## src/rtl/output_port_alloc.sv

```systemverilog
// Output-port allocator: round-robin arbitration over five input ports with
// credit-based flow control toward the downstream router.
// Optional wormhole packet locking is enabled by defining OPA_PKT_LOCK_EN;
// without it every flit is arbitrated independently and busy_o stays low.
//
// state  | meaning
// IDLE   | free; winner chosen round-robin starting at ptr
// LOCKED | held by input "holder" until the packet's last flit is forwarded
module output_port_alloc #(
  parameter int CREDIT_MAX = 4,
  parameter int PKT_LEN    = 4
) (
  input  logic       clk,
  input  logic       reset,
  input  logic [4:0] req_i,
  input  logic       credit_i,
  output logic [4:0] read_o,
  output logic [2:0] mux_sel_o,
  output logic       valid_o,
  output logic [2:0] credit_cnt_o,
  output logic       busy_o,
  output logic       err_o
);

  typedef enum logic {IDLE, LOCKED} state_t;

`ifdef OPA_PKT_LOCK_EN
  localparam bit LOCK_EN = 1'b1;
`else
  localparam bit LOCK_EN = 1'b0;
`endif

  localparam logic [2:0] CMAX     = 3'(CREDIT_MAX);
  localparam logic [3:0] REM_INIT = 4'(PKT_LEN - 1);
  localparam logic [2:0] NONE     = 3'd7;

  state_t     state, state_nx;
  logic [2:0] ptr, ptr_nx;
  logic [2:0] holder, holder_nx;
  logic [3:0] rem, rem_nx;
  logic [2:0] cnt, cnt_nx;
  logic       err, err_nx;
  logic       found;
  logic [2:0] win;
  logic       fire;

  function automatic logic [2:0] next_port(input logic [2:0] p);
    return (p >= 3'd4) ? 3'd0 : p + 3'd1;
  endfunction

  // Winner selection: round-robin scan in IDLE, holder only in LOCKED.
  always_comb begin
    logic [3:0] sum;
    logic [2:0] idx;
    found = 1'b0;
    win   = 3'd0;
    sum   = 4'd0;
    idx   = 3'd0;
    if (state == IDLE) begin
      for (int k = 0; k < 5; k++) begin
        sum = {1'b0, ptr} + 4'(k);
        if (sum >= 4'd5) sum = sum - 4'd5;
        idx = sum[2:0];
        if (!found && req_i[idx]) begin
          found = 1'b1;
          win   = idx;
        end
      end
    end else if (req_i[holder]) begin
      found = 1'b1;
      win   = holder;
    end
    fire      = found && (cnt != 3'd0) && !reset;
    valid_o   = fire;
    read_o    = fire ? (5'd1 << win) : 5'd0;
    mux_sel_o = fire ? win : NONE;
  end

  // Next-state: lock/unlock, pointer advance, credit accounting.
  always_comb begin
    state_nx  = state;
    ptr_nx    = ptr;
    holder_nx = holder;
    rem_nx    = rem;
    cnt_nx    = cnt;
    err_nx    = err;
    if (fire) begin
      if (state == IDLE) begin
        if (LOCK_EN && PKT_LEN > 1) begin
          state_nx  = LOCKED;
          holder_nx = win;
          rem_nx    = REM_INIT;
        end else begin
          ptr_nx = next_port(win);
        end
      end else begin
        rem_nx = rem - 4'd1;
        if (rem == 4'd1) begin
          state_nx = IDLE;
          ptr_nx   = next_port(holder);
        end
      end
    end
    if (fire && !credit_i) begin
      cnt_nx = cnt - 3'd1;
    end else if (!fire && credit_i) begin
      // A credit arriving with the counter full is a protocol error upstream.
      if (cnt == CMAX) err_nx = 1'b1;
      else cnt_nx = cnt + 3'd1;
    end
  end

  // State registers with synchronous reset.
  always_ff @(posedge clk) begin
    if (reset) begin
      state  <= IDLE;
      ptr    <= 3'd0;
      holder <= 3'd0;
      rem    <= 4'd0;
      cnt    <= CMAX;
      err    <= 1'b0;
    end else begin
      state  <= state_nx;
      ptr    <= ptr_nx;
      holder <= holder_nx;
      rem    <= rem_nx;
      cnt    <= cnt_nx;
      err    <= err_nx;
    end
  end

  assign credit_cnt_o = cnt;
  assign err_o        = err;

`ifdef OPA_PKT_LOCK_EN
  assign busy_o = (state == LOCKED) && !reset;
`else
  assign busy_o = 1'b0;
`endif

endmodule

```

## config.mk

```make
export PLATFORM = sky130hd
export DESIGN_NAME = output_port_alloc
export DESIGN_NICKNAME = d
export VERILOG_FILES = /design/src/rtl/output_port_alloc.sv
export SDC_FILE = /design/constraint.sdc
export NUM_CORES = 1
export LEC_CHECK = 0
export ABC_AREA = 1
export CAP_MARGIN = 20
export CORE_MARGIN = 5
export CORE_UTILIZATION = 30
export CTS_CLUSTER_DIAMETER = 200
export DETAILED_ROUTE_END_ITERATION = 16
export PLACE_DENSITY = 0.46
export SLEW_MARGIN = 15
export SYNTH_ARGS = -nofsm -noshare
export SYNTH_HDL_FRONTEND = slang
export SYNTH_SLANG_ARGS = --single-unit
```

## constraint.sdc

```tcl
create_clock -name clk -period 4.1 [get_ports clk]
set_input_delay 0.41 -clock clk [delete_from_list [all_inputs] [get_ports clk]]
set_output_delay 0.41 -clock clk [all_outputs]
set_load 0.02 [all_outputs]
```

Word-level counts from Yosys, hierarchy flattened --
Cells that the tools add are included. Widths: inputs -> output; s select.
Storage, ports and cells: flip-flop bits (word level) 12, input bits 8, word-level logic and storage cells 103
Operators by class: $add $sub $neg 13, magnitude comparators 11, equality and inequality tests 4, shifts and indexed selects 1, multiplexer cells 47, bitwise gates (word level) 1, reductions and logical operators 21
Operators by type and width (number):
- $mux 3 | 23
- $lt 3x4->1 const B | 5
- $mux 1 | 18
- $ge 4x3->1 const B | 4
- $bmux 1 s3 | 5
- $sub 3x3->3 const B | 5
- $add 3x2->4 const B | 2
- $logic_and 1x1->1 | 8
- $logic_not 1->1 | 7
- $add 3x1->3 const B | 2
- $ge 3x3->1 const B | 2
- $reduce_and 2->1 | 3
- $mux 5 | 1
- $shl 1x3->5 const A | 1
- $add 3x1->4 const B | 1
- $add 3x3->4 const B | 1
- $eq 4x1->1 const B | 1
- $sub 4x1->4 const B | 1
- $eq 3x3->1 const B | 1
- $reduce_and 3->1 | 1
- $reduce_bool 3->1 | 1
- $sub 3x1->3 const B | 1
- $ne 2x1->1 const B | 1
- $ne 2x2->1 const B | 1
- other kinds (2) | 2

Longest topological paths before layout --
Gate-level depths: netlist of run 1.
depth after elaboration 29, gate-level depth with buffers 26, gate-level depth less buffers 25

Least setup slack after synthesis of run 1 --
OpenSTA, ideal clock, no wires.
path kind register -> register, from register ptr[0], to register cnt[2] (netlist: credit_cnt_o[2]), setup time 131 ps, arrival time 3612 ps, path slack 357 ps, stages on the path, launching flop included 25, cell sequence dfxtp_1 > buf_6 > inv_4 > ha_1 > inv_1 > fa_1 > a21oi_2 > nand2_1 > o21ai_0 > nand3_1 > nand2_1 > nand2_1 > nand2_1 > nor3_4 > nand3_2 > nand2_4 > inv_1 > ha_1 > inv_1 > fa_1 > xor2_1 > o21ai_0 > inv_1 > nor2_1 > o31ai_1
On the way: longest elaborated chain between the ends 29, elaborated cells between the ends (all ways) 61
Ends and longest elaborated chain:
- start: declaration | RTL line 38 | logic [2:0] ptr, ptr_nx;
- start signal: assignment | RTL line 124 | ptr <= ptr_nx;
- branches (longest 21 deep; another with $add 3x1->4)
- $mux 1 * | RTL line 64 | if (!found && req_i[idx]) begin
- $mux 1 * | RTL line 59 | if (state == IDLE) begin
- $logic_and 1x1->1 * (2 in series) | RTL line 73 | fire = found && (cnt != 3'd0) && !reset;
- via valid_o | RTL line 19 | output logic valid_o,
- $logic_not 1->1 | RTL line 106 | end else if (!fire && credit_i) begin
- $logic_and 1x1->1 | RTL line 106
- $reduce_bool 2->1 (no source line)
- $reduce_and 2->1 (no source line)
- end signal: assignment | RTL line 127 | cnt <= cnt_nx;
- end: declaration | RTL line 41 | logic [2:0] cnt, cnt_nx;
Mark *: on every way through the listed nets, which the timed path passes. The select of a mux whose other input is x is not followed. A chain may end at the register's enable or synchronous reset.

Final worst setup path of run 1 --
from register ptr[0], to output port read_o[4]
On the way: longest elaborated chain between the ends 26, elaborated cells between the ends (all ways) 62
Ends and longest elaborated chain:
- branches (longest 25 deep; another with $add 3x1->4)
- $mux 5 * | RTL line 75 | read_o = fire ? (5'd1 << win) : 5'd0;
- end: declaration | RTL line 17 | output logic [4:0] read_o,
Mark *: on every way between the ends. The select of a mux whose other input is x is not followed.

==> results_dict.tcl, run 1 <==
set metrics [dict create \
    startpoint_type "flop" \
    core_um2 5570 \
    clk_path_buf_depth 2 \
    yosysUniqueCellTypes 36 \
    synth_area_leaders "nand2_1 (17%), dfxtp_1 (14%), ha_1 (12%)" \
    cts.sinks 12 \
    yosysWarnings 0 \
    grt.overflow.total 0 \
    area_delta_synth_final_pct 24.9 \
    final.min_clock_period_ns 3.98 \
    syn_area_um2 1750 \
    tritoncts "done" \
    max_cap_viol_count 0 \
    critPathCaptureType "output port" \
    setup_viol 0 \
    fin_skew_ns 0.000676 \
    grt_max_degree 15 \
    cts_root_buf "clkbuf_8" \
    grt_pass1_vias 1853 \
    use_met3_pct 1.14 \
    port_buffers 20 \
    cp.required_ns 3.69 \
    final_nets 351 \
    timing.final.crit_share_pct 97.0 \
    syn_inst 290 \
    synthFlopType "dfxtp_1" \
    layout.cells.non_filler 395 \
    hold_path.class "flop to flop" \
    fp.dieH_um 86.4 \
    drc 0 \
    drv_slew 0 \
    synth_top_cell_area_share_pct 17.4 \
    fmax_mhz 252 \
    clk_latency_ns 0.25 \
    die_x_um 86.4 \
    synthArstFlopShare_pct 0 \
    dp.cells 390 \
    yosys.area.top_type "nand2_1" \
    syn-num-nets 317 \
    routed_wl_um 4710 \
    grt_usage_pct 13.6 \
    ys_ff_latch 12 \
    viasPerCell 4.69 \
    die_area_um2 7460 \
    synth_most_common_cell "nand2_1" \
    finalHoldViolations 0 \
    rows 27 \
    cts_buffers 3 \
    synth.avg_cell_area_um2 6.03 \
    hpwl_um 3900 \
    cts.clk_slew.worst_paths_ns 0.06 \
    netlist_top_cells_count "nand2_1 (81), inv_1 (45), nand3_1 (30)" \
    grt_pass1_wl_um 8330 \
    grt.busiest_layer "met2" \
    utilization_pct 39.2 \
    antennaDiodeCount 0 \
    first_pass_iters 4 \
    gp_congestion 0.810 \
    rsz0062_at_grt "yes" \
    layout-drive-gt1-share_pct 15.2 \
    ys_seq_area_share_pct 13.7 \
    crit_type "flop to output port" \
    use_met1_pct 16.6 \
    status "finished, final reports clean" \
    crit_arrival_ns 3.57 \
    antenna_left 0 \
    start_util_pct 31.4 \
    fillCellCount 610 \
    hold_buffers 0 \
    h-tree-depth 1 \
    drtIter0Drc 74 \
    grt_util_met2_pct 24.1 \
    antenna_found_initial 0 \
    boundaryPins 22 \
    vias 1853 \
    wl_per_cell_um 11.9 \
    cp_max_fo 7 \
    synth-edff-count 0 \
]
==> path summary, 6_finish.rpt <==
path              startpoint         endpoint  slack, ns  cells past startpoint
setup / recovery      ptr[0]        read_o[4]       0.12                     23
hold / removal         err_o            err_o       0.45                      2
setup reg to reg      ptr[0]  credit_cnt_o[2]       0.28                     24
hold reg to reg        err_o            err_o       0.45                      2
==> what timing repair did <==
item | in CTS | in global routing
gates resized for setup | 7 | 16
gates cloned | 0 | 0
endpoints found under the hold margin | 0 | 0
buffers inserted | 0 | 1
setup endpoints to repair | 6 | 10
pin swaps | 0 | 1
==> state kept, by name, summed over array words and instances, names as in the netlist <==
register / flops
credit_cnt_o: 3
err_o: 1
ptr: 3
rem: 4
state: 1
==> final cells by class <==
type / instances / area (um2) / area share (%)
Clock buffer: 4 / 55.1 / 2.52
Sequential cell: 12 / 241 / 11.1
Tap cell: 72 / 90.1 / 4.12
Timing Repair Buffer: 32 / 284 / 13.0
Multi-Input combinational cell: 225 / 1320 / 60.6
Inverter: 50 / 190 / 8.71
==> metrics by stage <==
stage	hold slack (ns)	area, um2	TNS, ns	setup WS [ns]
after floorplan	0.433	1750	0	0.357
after global placement	0.441	2100	0	0.109
after detailed placement	0.444	2100	0	0.0410
after CTS	0.456	2160	0	0.0353
after global routing	0.477	2180	-0.308	-0.124
final	0.452	2180	0	0.124
==> per-layer routing <==
| layer | vias up | share of wire (%) |
|---|---|---|
| met5 | - | 0 |
| met4 | 0 | 2.3 |
| met3 | 7 | 2.7 |
| met2 | 28 | 48 |
| met1 | 811 | 47 |
| li1 | 1007 | - |
==> logic make-up after synthesis <==
family / count (synthesis) / synth area share [%]
other: 1 / 0.214
AO/OA/AOI/OAI: 41 / 14.0
adder cells (fa/ha/maj): 19 / 14.4
AND/OR/NAND/NOR: 159 / 42.5
flip-flops: 12 / 13.7
XOR/XNOR: 5 / 2.93
buffers and inverters: 53 / 12.2
==> critical path: stages (launching register included) <==
cell	delay, ns
dfxtp_1	0.34
inv_4	0.08
ha_1	0.14
inv_1	0.05
fa_1	0.44
a21oi_4	0.22
nand2_2	0.11
nand2_2	0.11
nand2_1	0.06
nand3_1	0.07
nand2_1	0.07
nand2_1	0.06
nand2_1	0.12
nor3_4	0.22
nand3_2	0.13
o21ai_1	0.10
nor2_1	0.06
nor2_1	0.15
buf_4	0.14
inv_2	0.04
ha_1	0.16
nand2_1	0.08
nor2_1	0.04
dlygate4sd2_1	0.31
==> cells in the final DEF (no fill, tap or decap), drive strengths merged <==
cell type,count
xor2,4
nor3,1
dlymetal6s2s,3
inv,48
nand3b,1
a21oi,14
o221ai,1
ha,17
fa,2
clkdlybuf4s50,12
o211ai,3
dfxtp,12
nand3,34
o21ai,20
nand2,91
a21boi,1
xnor2,1
dlygate4sd2,2
a31oi,1
clkbuf,7
o31ai,1
nor2,21
conb,1
nand4,11
clkinv,2
buf,12
Power of run 1 is left out: the tool's default activity adds up to more than one toggle a clock period on the data nets, which glitch-free logic cannot reach.
==> inputs of run 2 (changes only) <==
--- a/config.mk
+++ b/config.mk
@@ -6,12 +6,14 @@
 export NUM_CORES = 1
 export LEC_CHECK = 0
 export ABC_AREA = 1
+export ABC_CLOCK_PERIOD_IN_PS = 5200
 export CAP_MARGIN = 20
 export CORE_MARGIN = 5
 export CORE_UTILIZATION = 30
 export CTS_CLUSTER_DIAMETER = 200
 export DETAILED_ROUTE_END_ITERATION = 16
 export PLACE_DENSITY = 0.46
+export SKIP_LAST_GASP = 1
 export SLEW_MARGIN = 15
 export SYNTH_ARGS = -nofsm -noshare
 export SYNTH_HDL_FRONTEND = slang
==> constraint.sdc (replaced) <==
create_clock -name clk -period 5.2 [get_ports clk]
set_input_delay 0.52 -clock clk [delete_from_list [all_inputs] [get_ports clk]]
set_output_delay 0.52 -clock clk [all_outputs]
set_load 0.02 [all_outputs]
==> results_dict.tcl, run 2 (synthesis results as in run 1) <==
set metrics [dict create \
    fp.dieH_um 86.4 \
    critical_path_buf_inv_count 4 \
    antenna_left 0 \
    mostFrequentLayoutCell "nand2_1" \
    hold_buffers 0 \
    rsz0062_at_grt "no" \
    core_um2 5570 \
    cp.required_ns 4.68 \
    first_pass_iters 4 \
    die_area_um2 7460 \
    start_util_pct 31.4 \
    cp_max_fo 9 \
    final_nets 340 \
    critPathCaptureType "output port" \
    die_x_um 86.4 \
    multiInputGateArea_um2 1300 \
    layout-drive-gt1-share_pct 9.94 \
    slowest_stage "clkdlybuf4s50_1" \
    tritoncts "done" \
    rows 27 \
    antenna_found_initial 0 \
    fillCellCount 643 \
    boundaryPins 22 \
    gp_congestion 0.838 \
    crit_family "simple AND/OR/NAND/NOR gates" \
    routed_wl_um 4600 \
    largest_reg_flops 4 \
    timing.final.crit_share_pct 91.3 \
    dp.cells 380 \
    crit_type "flop to output port" \
    area_delta_synth_final_pct 19.0 \
    seqCellArea_um2 241 \
    drv_slew 0 \
    drc 0 \
    cts.clk_slew.worst_paths_ns 0.06 \
    grt_max_degree 15 \
    fmax_mhz 211 \
    clk_latency_ns 0.24 \
    critPathMaxStageDelay_ns 0.61 \
    crit_arrival_ns 4.23 \
    antennaDiodeCount 0 \
    finalHoldViolations 0 \
    final.min_clock_period_ns 4.75 \
    hpwl_um 3800 \
    grt.overflow.total 0 \
    drtIter0Drc 82 \
    cts.sinks 12 \
    max_cap_viol_count 0 \
    port_buffers 20 \
    cts_buffers 3 \
    h-tree-depth 1 \
    viasPerCell 4.79 \
    cts_resized 0 \
    hold_path.class "flop to flop" \
    startpoint_type "flop" \
    postCtsSetupRepairBufs 0 \
    wl_per_cell_um 12.0 \
    vias 1841 \
    status "finished, final reports clean" \
    final_cell_mix "nand2_1 (81), inv_1 (45), nand3_1 (30), clkdlybuf4s50_1 (20), nor2_1 (19)" \
    setup_viol 0 \
    grt_pass1_wl_um 8210 \
    layout.cells.non_filler 384 \
    grt_pass1_vias 1802 \
    fin_tns_setup_ns 0 \
    fin_skew_ns 0.000873 \
    grt_usage_pct 13.0 \
    crit_chain "inv_4, ha_1, inv_1, fa_1, a21oi_2, o21ai_0, nand3_1, nand2_1, nand2_1, nand2_1, nor3_4, nand3_2, o21ai_1, nor2_1, nor2_1, ha_1, ha_1, inv_1, nor2_1, clkdlybuf4s50_1" \
    cts_root_buf "clkbuf_8" \
    clk_path_buf_depth 2 \
    top_register "rem" \
]
## run 2: worst register-to-register path, stage by stage (launching register included)
cell and delay, ns:
dfxtp_1 0.33, inv_4 0.13, ha_1 0.16, inv_1 0.06
fa_1 0.42, a21oi_2 0.28, nand2_1 0.08, o21ai_0 0.20
nand3_1 0.13, nand2_1 0.13, nand2_1 0.06, nand2_1 0.16
nor3_4 0.10, nand3_2 0.10, nand2_4 0.09, inv_1 0.20
ha_1 0.22, inv_1 0.07, fa_1 0.37, xor2_1 0.16
o21ai_0 0.15, inv_1 0.05, nor2_1 0.08, o31ai_1 0.07
## run 2: final timing paths
kind | start | to | slack, ns | cells after the start
hold / removal | err_o | err_o | 0.45 | 2
hold reg to reg | err_o | err_o | 0.45 | 2
setup reg to reg | ptr[0] | credit_cnt_o[2] | 1.30 | 23
setup / recovery | ptr[0] | read_o[3] | 0.45 | 20
## run 2: final cells by class
class,instances,share of cell area (%)
tap,72,4.33
inverter,50,9.14
multi-input combinational,225,62.3
sequential,12,11.6
clock buffer,4,2.65
timing repair buffer,21,9.98
## run 2: routing by layer
metal  share of wire [%]  global-route usage [%]  up-vias
li1                    -                       -      976
met1                  46                    16.4      840
met2                  50                    23.7       21
met3                 2.8                    1.43        4
met4                 1.5                    2.83        0
met5                   0                       0        -
## run 2: metrics by stage
stage          cell area [um2]  hold slack, ns  util (%)  worst slack, ns
2_1_floorplan             1750           0.433         -             1.43
3_3_place_gp              2020           0.445      36.3            0.584
4_1_cts                   2080           0.455      37.3            0.293
5_1_grt                   2080           0.485      37.3           0.0449
3_5_place_dp              2020           0.443      36.3            0.615
6_report                  2080           0.452      37.3            0.451
Power of run 2 is left out for the same reason.
==> inputs of run 3 (changes only) <==
--- a/config.mk
+++ b/config.mk
@@ -12,6 +12,7 @@
 export CORE_UTILIZATION = 30
 export CTS_CLUSTER_DIAMETER = 200
 export DETAILED_ROUTE_END_ITERATION = 16
+export GPL_ROUTABILITY_DRIVEN = 0
 export PLACE_DENSITY = 0.46
 export SKIP_LAST_GASP = 1
 export SLEW_MARGIN = 15
==> results of run 3 <==
The final DEF is identical to that of run 2; final timing and power are the same.
Power of run 3 is left out for the same reason.
